<file path="config.mk">
export PLATFORM = sky130hd
export DESIGN_NAME = gshare_predictor
export DESIGN_NICKNAME = d
export VERILOG_FILES = /design/src/rtl/gshare_predictor.sv
export SDC_FILE = /design/constraint.sdc
export NUM_CORES = 1
export LEC_CHECK = 0
export ABC_AREA = 0
export CAP_MARGIN = 20
export CELL_PAD_IN_SITES_DETAIL_PLACEMENT = 0
export CELL_PAD_IN_SITES_GLOBAL_PLACEMENT = 1
export CORE_MARGIN = 3
export CORE_UTILIZATION = 40
export DETAILED_ROUTE_END_ITERATION = 12
export GPL_ROUTABILITY_DRIVEN = 0
export PLACE_DENSITY_LB_ADDON = 0.1
export SKIP_CTS_REPAIR_TIMING = 1
export SLEW_MARGIN = 10
export SYNTH_ARGS = -nofsm -noshare
export SYNTH_HDL_FRONTEND = slang
export SYNTH_SLANG_ARGS = --single-unit
</file>
<file path="constraint.sdc">
create_clock -name clk -period 54.5 [get_ports clk]
set_input_delay 10.9 -clock clk [delete_from_list [all_inputs] [get_ports clk]]
set_output_delay 10.9 -clock clk [all_outputs]
set_load 0.1 [all_outputs]
</file>
<file path="src/rtl/gshare_predictor.sv">
`default_nettype none
// ============================================================================
//  Module   : gshare_predictor
//  Purpose  : Global-history (gshare) branch direction predictor. A table of
//             2-bit saturating counters is indexed with PC[GHR_WIDTH+1:2]
//             XOR the global history register. Produces a combinational
//             prediction for IF and a registered copy that travels with the
//             instruction into ID, where the resolved outcome trains the
//             table entry and the history register.
//  Ports    : clk, rst          - clock, asynchronous active-high reset
//             if_pc             - PC of the instruction in IF
//             if_id_load        - IF/ID register load enable
//             if_id_flush       - IF/ID register flush
//             id_br_en          - resolved outcome of the ID branch
//             ghr_load          - shift id_br_en into the history
//             increment_pht     - train the ID entry toward taken
//             decrement_pht     - train the ID entry toward not-taken
//             if_br_pr          - IF prediction (combinational)
//             id_br_pr          - prediction carried into ID (registered)
//             id_pht_idx        - table index carried into ID
//  Revision : 1.0 - initial release
// ============================================================================
module gshare_predictor #(
    parameter int         GHR_WIDTH = 8,
    parameter logic [1:0] PHT_INIT  = 2'b01
) (
    input  logic                 clk,
    input  logic                 rst,
    input  logic [31:0]          if_pc,
    input  logic                 if_id_load,
    input  logic                 if_id_flush,
    input  logic                 id_br_en,
    input  logic                 ghr_load,
    input  logic                 increment_pht,
    input  logic                 decrement_pht,
    output logic                 if_br_pr,
    output logic                 id_br_pr,
    output logic [GHR_WIDTH-1:0] id_pht_idx
);

    localparam int         c_PHT_DEPTH = 2 ** GHR_WIDTH;
    localparam logic [1:0] c_CTR_MAX   = 2'b11;
    localparam logic [1:0] c_CTR_MIN   = 2'b00;

    logic [1:0]           r_pht [c_PHT_DEPTH];
    logic [GHR_WIDTH-1:0] r_ghr;
    logic [GHR_WIDTH-1:0] r_id_pht_idx;
    logic                 r_id_br_pr;

    logic [GHR_WIDTH-1:0] w_if_idx;
    logic [1:0]           w_id_ctr;
    logic [1:0]           w_id_ctr_next;
    logic                 w_train_en;
    logic                 w_unused;

    // Index uses the history as it stands before this edge's shift.
    assign w_if_idx = if_pc[GHR_WIDTH+1:2] ^ r_ghr;

    // Read-before-write: the table is only updated on the clock edge, so a
    // same-cycle training of this entry shows up one cycle later.
    assign if_br_pr = r_pht[w_if_idx][1];

    assign w_id_ctr = r_pht[r_id_pht_idx];

    // Saturating 2-bit update. Increment and decrement together cancel.
    always_comb begin
        w_id_ctr_next = w_id_ctr;
        w_train_en    = 1'b0;
        if (increment_pht && !decrement_pht && (w_id_ctr != c_CTR_MAX)) begin
            w_id_ctr_next = w_id_ctr + 2'd1;
            w_train_en    = if_id_load;
        end else if (decrement_pht && !increment_pht && (w_id_ctr != c_CTR_MIN)) begin
            w_id_ctr_next = w_id_ctr - 2'd1;
            w_train_en    = if_id_load;
        end
    end

    // Training is gated by if_id_load so a stalled ID branch trains once.
    always_ff @(posedge clk or posedge rst) begin
        if (rst) begin
            for (int i = 0; i < c_PHT_DEPTH; i++) begin
                r_pht[i] <= PHT_INIT;
            end
        end else if (w_train_en) begin
            r_pht[r_id_pht_idx] <= w_id_ctr_next;
        end
    end

    // History holds resolved outcomes only; it is never repaired on flush.
    always_ff @(posedge clk or posedge rst) begin
        if (rst) begin
            r_ghr <= '0;
        end else if (ghr_load) begin
            r_ghr <= {r_ghr[GHR_WIDTH-2:0], id_br_en};
        end
    end

    // IF/ID pipe copy: flush only takes effect together with load.
    always_ff @(posedge clk or posedge rst) begin
        if (rst) begin
            r_id_pht_idx <= '0;
            r_id_br_pr   <= 1'b0;
        end else if (if_id_load) begin
            if (if_id_flush) begin
                r_id_pht_idx <= '0;
                r_id_br_pr   <= 1'b0;
            end else begin
                r_id_pht_idx <= w_if_idx;
                r_id_br_pr   <= if_br_pr;
            end
        end
    end

    assign id_pht_idx = r_id_pht_idx;
    assign id_br_pr   = r_id_br_pr;

    // PC bits outside the index field are intentionally ignored.
    assign w_unused = ^{if_pc[31:GHR_WIDTH+2], if_pc[1:0]};

endmodule
`default_nettype wire
</file>
Word-level counts from Yosys, hierarchy flattened
Cells that the tools add are included.
{"block": "word_totals", "register_bits": 529, "output_inout_bits": 10, "in_bits": 40}
{"block": "op_classes", "mux": 15, "bitwise_logic": 3, "n_reduce_logical": 8, "n_lt_le_gt_ge": 3, "eq_ne": 1, "n_addsub": 2}
{"cell": "512-bit bitwise mux", "count": 1}
{"cell": "2-bit binary-select mux with 8-bit select", "count": 2}
{"cell": "9-bit >= comparator (second input constant)", "count": 2}
{"cell": "8-bit NOT with 9-bit output", "count": 2}
{"cell": "2-bit demux with 8-bit select", "count": 1}
{"cell": "2-bit two-way mux", "count": 7}
{"cell": "9-bit by 1-bit < comparator with 1-bit output (second input constant)", "count": 1}
{"cell": "8-bit two-way mux", "count": 1}
{"cell": "8-bit XOR", "count": 1}
{"cell": "1-bit logical AND", "count": 5}
{"cell": "1-bit two-way mux", "count": 3}
{"cell": "2-bit by 1-bit adder with 2-bit output (second input constant)", "count": 1}
{"cell": "1-bit logical NOT", "count": 2}
{"cell": "2-bit inequality test (second input constant)", "count": 1}
{"cell": "2-bit nonzero test", "count": 1}
{"cell": "2-bit by 1-bit subtractor with 2-bit output (second input constant)", "count": 1}

Logic depth before layout (Yosys ltp)
Gate-level depths: netlist of the first run.
{"block": "depth", "word_depth": 9, "ltp_mapped": 23, "mapped_depth_nobuf": 16}

Least setup slack after synthesis of the first run
No wires, ideal clock.
{"block": "synth_timing", "path_type": "input port to output port", "from": "input if_pc[2]", "to": "output if_br_pr", "cell_stages": 11, "setup_slack_ps": 28928, "n_path_buf": 3, "arrival_time_ps": 14672, "cell_sequence": "xor2_1 buf_4 buf_4 buf_4 nand3_1 o22ai_1 nor4_1 o22ai_1 nor3_1 a41o_1 nor3_1"}
{"block": "synth_between", "elab_chain_cells": 5}
{"element": "start: declaration", "line_no": "29", "source": "input logic [31:0] if_pc,"}
{"element": "8-bit XOR", "line_no": "57", "source": "assign w_if_idx = if_pc[GHR_WIDTH+1:2] ^ r_ghr;"}
{"element": "8-bit NOT with 9-bit output (not written as such)", "line_no": "61", "source": "assign if_br_pr = r_pht[w_if_idx][1];"}
{"element": "2-bit binary-select mux with 8-bit select", "line_no": "61"}
{"element": "2-bit two-way mux (not written as such) (2 in series)", "line_no": "61"}
{"element": "end: declaration", "line_no": "36", "source": "output logic if_br_pr,"}
Every way passes these cells. The select of a mux whose other input is x is not followed.

Worst setup path in the final report of the first run
Same ends and word-level chain as after synthesis.

==> run metrics, run 1 <==
Max-Cap Viols 0; FMAX 36.9 MHz; Worst-path clk slew 0.06 ns; library cells used by synthesis 54; largest family of logic cells by synthesized area multiplexers; initial antenna violation count 3; post-synthesis mux area share 0.334; Ys Warns 0; worst slack, placed 27.53 ns; Via Count 18,929; FFs w/ async S/R, synth 1.00; Register Area 13,600 µm²; path type of the worst min-delay path reg2reg; PortBufs 25; final hold violation count 0; r2r worst-path depth 17; P_leak 12.5 nW; Layout area overhead 11.3%; RSZ-0062 raised after global routing no; core box area 67,800 µm²; CTS sink count 529; Die Height 269 µm; post-route setup slack 27.37 ns; initial DRC count 1,538; Total Routed Length 94,200 µm; Hold Startpoint r_pht[503]; average size of a mapped cell 12.5 µm²; Vias/cell 6.08; # IOs 50; VDD IR max 0.0395 mV; largest net degree at the start of global routing 150; top_reg_cell synth dfrtp_1; worst flop-to-flop path startpoint id_pht_idx[1]; Hold Path Sink r_pht[503]; CP endpoint kind primary output; share of cells above drive strength 1 0.412; Slew Viols, Final 0; flop-to-flop setup slack 46.36 ns; CTS tree done; first-pass GRT wire length 139,000 µm; global-route usage over all layers 0.264; PnR Total Power 1.19 mW; Max-slew headroom 0.191; setup tns final 0 ns; FP Rows 95; die area 72,200 µm²; detailed placer's ending HPWL 57,200 µm; crit-path max FO 29; Multi-input gate area 13,200 µm²; CTS Buf Count 61; WHS Path Cells 2; Final Net Count 2,233; Synth Area in Adders 0.000907; status complete, no violations; CP arrival 16.23 ns; critical path class in2out; Skew-Pair Late Insertion Delay 0.63 ns; chip width 269 µm; Power Density 38.7 nW/µm²; root buffer cell clkbuf_16; RR Endpoint r_pht[355]; Max H-tree Level 2; Setup-failing EPs final 0; gr ovfl total 0; fill cell count 6,256; most frequent cells in the layout mux2_2 (348), nor2_1 (302), dfrtp_1 (270); routed len/inst 30.3 µm; WHS 0.501 ns; initial cell density of the core 0.407; Crit path required time 43.60 ns; Clock Skews 0.0197 ns; Antenna Nets Post-Route 0; Residual DRC 0; Post-Syn Nets 2,256; post-synthesis sequential area ratio 0.491; Mapped Area 27,600 µm²; crit share post-route 0.498; fin crit period 27.13 ns; Syn Inst Count 2,214; EDFF count, synth 0; Synth Area in Simple Gates 0.0832; vias in the first global route 19,632; drt pass-1 iters 6; Clock Tree Buf Depth 3; Slew @ Worst Pin 1.21 ns; post-synthesis compound-gate area fraction 0.0526; most common cell after layout, fill and taps aside mux2_2; Post-Synth XOR/XNOR Area 0.00472; flops & latches, synth 529; Startpoint Class input pin
[power by group]
part           internal (mW)  total [mW]  leakage, nW  switching (mW)
Sequential             0.426       0.446         6.42          0.0193
Combinational         0.0821       0.314         5.08           0.232
Clock                  0.258       0.428         1.03           0.170
[per-layer routing]
metal	global-route usage	up-vias	part of all wire
li1	-	8049	-
met1	0.378	10091	0.45
met2	0.410	626	0.46
met5	0	-	0
met3	0.0494	163	0.063
met4	0.0783	0	0.032
[cell families (layout without fill, tap and decap cells)]
family,after synthesis,after routing
and+or+nand+nor,562,562
DFF,529,529
xor gates and xnor gates,14,14
adders and majority gates,2,2
buffers and inverters,172,196
AOI/OAI and AO/OA,238,238
muxes,697,697
other,0,1
[sequential cells by signal (all words and copies together) (netlist names)]
register / count
id_pht_idx: 8
id_br_pr: 1
r_ghr: 8
r_pht: 512
[per-stage QoR]
stage / instances / cell area, µm² / utilization
finish: 3112 / 30700 / 0.453
global route: 3111 / 30700 / 0.453
CTS: 3111 / 30700 / 0.453
floorplan: 2214 / 27600 / -
detailed placement: 3001 / 28600 / 0.422
global placement: 3001 / 28600 / 0.422
[final cells by class]
cell class	count	share of cell area
Inverter	11	0.00159
Antenna cell	1	0.0000815
Clock buffer	92	0.0598
Multi-Input combinational cell	1513	0.431
Timing Repair Buffer	75	0.0216
Sequential cell	529	0.442
Clock inverter	18	0.00795
Tap cell	873	0.0356
[critical path: stages]
cell and delay (ns):
clkdlybuf4s50_1 0.58, xor2_4 0.15, buf_4 0.54, nand3_1 1.03, o22ai_1 0.50, nor4_1 0.20
o22ai_1 0.25, nor3_1 0.10, a41o_1 0.23, nor3_1 0.48, clkdlybuf4s50_1 1.24
[Yosys cell counts (all sizes together), types with 4 or more instances]
library cell    n  share of area
nand3          32         0.0058
nor2          303          0.041
nand4           4        0.00091
clkbuf         83          0.011
o22ai          47          0.011
mux4          139           0.11
mux2i         150          0.054
nor3           14         0.0025
nor4           13         0.0029
buf            78          0.020
dfstp         256           0.24
a22oi          38          0.010
mux2          408           0.17
xor2            6         0.0022
a21oi          76          0.014
o211ai          4         0.0011
nand2         171          0.023
o21ai          47         0.0085
nor2b           5         0.0014
xnor2           8         0.0025
dfrtp         273           0.25
nand2b          6         0.0014
o2111ai         5         0.0016
inv            10         0.0014
[how the worst max path moves through the flow]
stage,start,end,slack (ns),cells past startpoint
after detailed placement,if_pc[2],if_br_pr,27.53,11
after CTS,if_pc[2],if_br_pr,27.51,11
after global routing,if_pc[2],if_br_pr,27.28,11
final,if_pc[2],if_br_pr,27.37,11
after global placement,if_pc[2],if_br_pr,27.52,11
after floorplan,if_pc[2],if_br_pr,28.93,11
(Power assumes the default switching activity.)
==> run 2: changes to the inputs <==
clock period = 25.4 ns   (was 54.5 ns; I/O delays follow)
==> run 2 against run 1 <==
- total power increased by 120%
- cell area increased by 0.30%
- sequential share of layout area shrank 0.13 points
- clock skew up 0.0039 ns
- setup slack worse by 18 ns
- critical path depth down 1
- highest routed layer unchanged
==> run metrics, run 2 (synthesis results as in run 1) <==
CTS sink count 529; Layout area overhead 11.6%; Total Routed Length 93,600 µm; chip width 269 µm; crit share post-route 0.615; Final Net Count 2,232; initial cell density of the core 0.407; first-pass GRT wire length 138,000 µm; Vias/cell 6.04; beginning of the critical path if_pc[5]; flop-to-flop setup slack 17.77 ns; Max-Cap Viols 0; worst flop-to-flop path startpoint id_pht_idx[1]; final instance area 30,800 µm²; VDD IR max 0.0619 mV; # IOs 50; Skew-Pair Late Insertion Delay 0.64 ns; CTS tree done; clock network fraction of design power 0.368; CP endpoint kind primary output; Worst-path clk slew 0.06 ns; die area 72,200 µm²; final hold violation count 0; Hold Startpoint r_pht[15]; path type of the worst min-delay path reg2reg; PortBufs 25; most frequent cells in the layout mux2_2 (348), nor2_1 (302), dfrtp_1 (270); CTS Buf Count 61; fin crit period 15.62 ns; Clock Tree Buf Depth 3; NetSw 0.903 mW; DP Area 28,600 µm²; drt pass-1 iters 5; share of cells above drive strength 1 0.414; most common cell after layout, fill and taps aside mux2_2; Via Count 18,806; crit-path max FO 9; root buffer cell clkbuf_16; Sw Ratio 0.351; initial antenna violation count 0; Largest Register r_pht; Slew Viols, Final 0; largest net degree at the start of global routing 104; Internal 1.67 mW; routed len/inst 30.0 µm; FP Rows 95; Startpoint Class input pin; CP arrival 10.54 ns; post-layout util 0.454; global-route usage over all layers 0.263; Die Height 269 µm; P_leak 12.6 nW; Residual DRC 0; setup tns final 0 ns; initial DRC count 1,535; Register Area 13,600 µm²; Antenna Nets Post-Route 0; Power Density 83.5 nW/µm²; core box area 67,800 µm²; Clock Skews 0.0236 ns; Max H-tree Level 2; sequential power share 0.372; Max-slew headroom 0.215; detailed placer's ending HPWL 56,600 µm; critical path class in2out; PnR Total Power 2.57 mW; fill cell count 6,237; max FFs per register 512; ANT cells 0; Setup-failing EPs final 0; Slew @ Worst Pin 1.17 ns; Multi-input gate area 13,200 µm²; RSZ-0062 raised after global routing no; vias in the first global route 19,314; Crit path required time 20.32 ns; FMAX 64.0 MHz; status complete, no violations; gr ovfl total 0; Combinational Power Share 0.259
run 2: path summary, 6_finish.rpt:
kind / depth (start not counted) / to
worst max-delay path: 10 / if_br_pr
worst min-delay path: 2 / r_pht[15]
worst max register to register: 17 / r_pht[3]
worst min register to register: 2 / r_pht[15]
max in group asynchronous: 5 / r_pht[249]
min in group asynchronous: 2 / r_pht[81]
run 2: layout make-up:
type,count,area share
well taps,873,0.0355
flip-flops and latches,529,0.441
multi-input cells,1513,0.430
inverters,11,0.00158
clock inverters,19,0.00817
repair buffers,74,0.0215
clock buffers,96,0.0624
run 2: worst max-delay path, stage by stage:
cell and delay, ns:
clkdlybuf4s50_1 0.49, xnor2_1 0.91, nand3_1 1.06, o22ai_1 0.52, nor4_1 0.11, buf_4 0.18
o22a_1 0.19, a41o_1 0.24, nor3_1 0.49, clkdlybuf4s50_1 1.25
run 2: metrics by stage:
| stage | setup slack, ns | cells | hold WS (ns) |
|---|---|---|---|
| 2_1_floorplan | 5.96 | 2214 | 0.461 |
| 3_3_place_gp | 9.99 | 2999 | 0.480 |
| 3_5_place_dp | 10.07 | 2999 | 0.488 |
| 4_1_cts | 10.05 | 3114 | 0.501 |
| 5_1_grt | 9.82 | 3115 | 0.532 |
| 6_report | 9.78 | 3115 | 0.501 |
run 2: power groups by stage:
stage / sequential [mW] / combinational [mW] / clock, mW
3_3_place_gp: 0.966 / 0.659 / 0
4_1_cts: 0.955 / 0.665 / 0.965
3_5_place_dp: 0.969 / 0.664 / 0
6_report: 0.956 / 0.667 / 0.947
2_1_floorplan: 0.970 / 0.422 / 0
5_1_grt: 0.962 / 0.699 / 1.00
run 2: routing by layer:
metal	global-route usage	share of wire	vias to the layer above
met4	0.0764	0.030	0
met5	0	0	-
met3	0.0501	0.061	153
met1	0.379	0.45	10019
met2	0.407	0.46	571
li1	-	-	8063
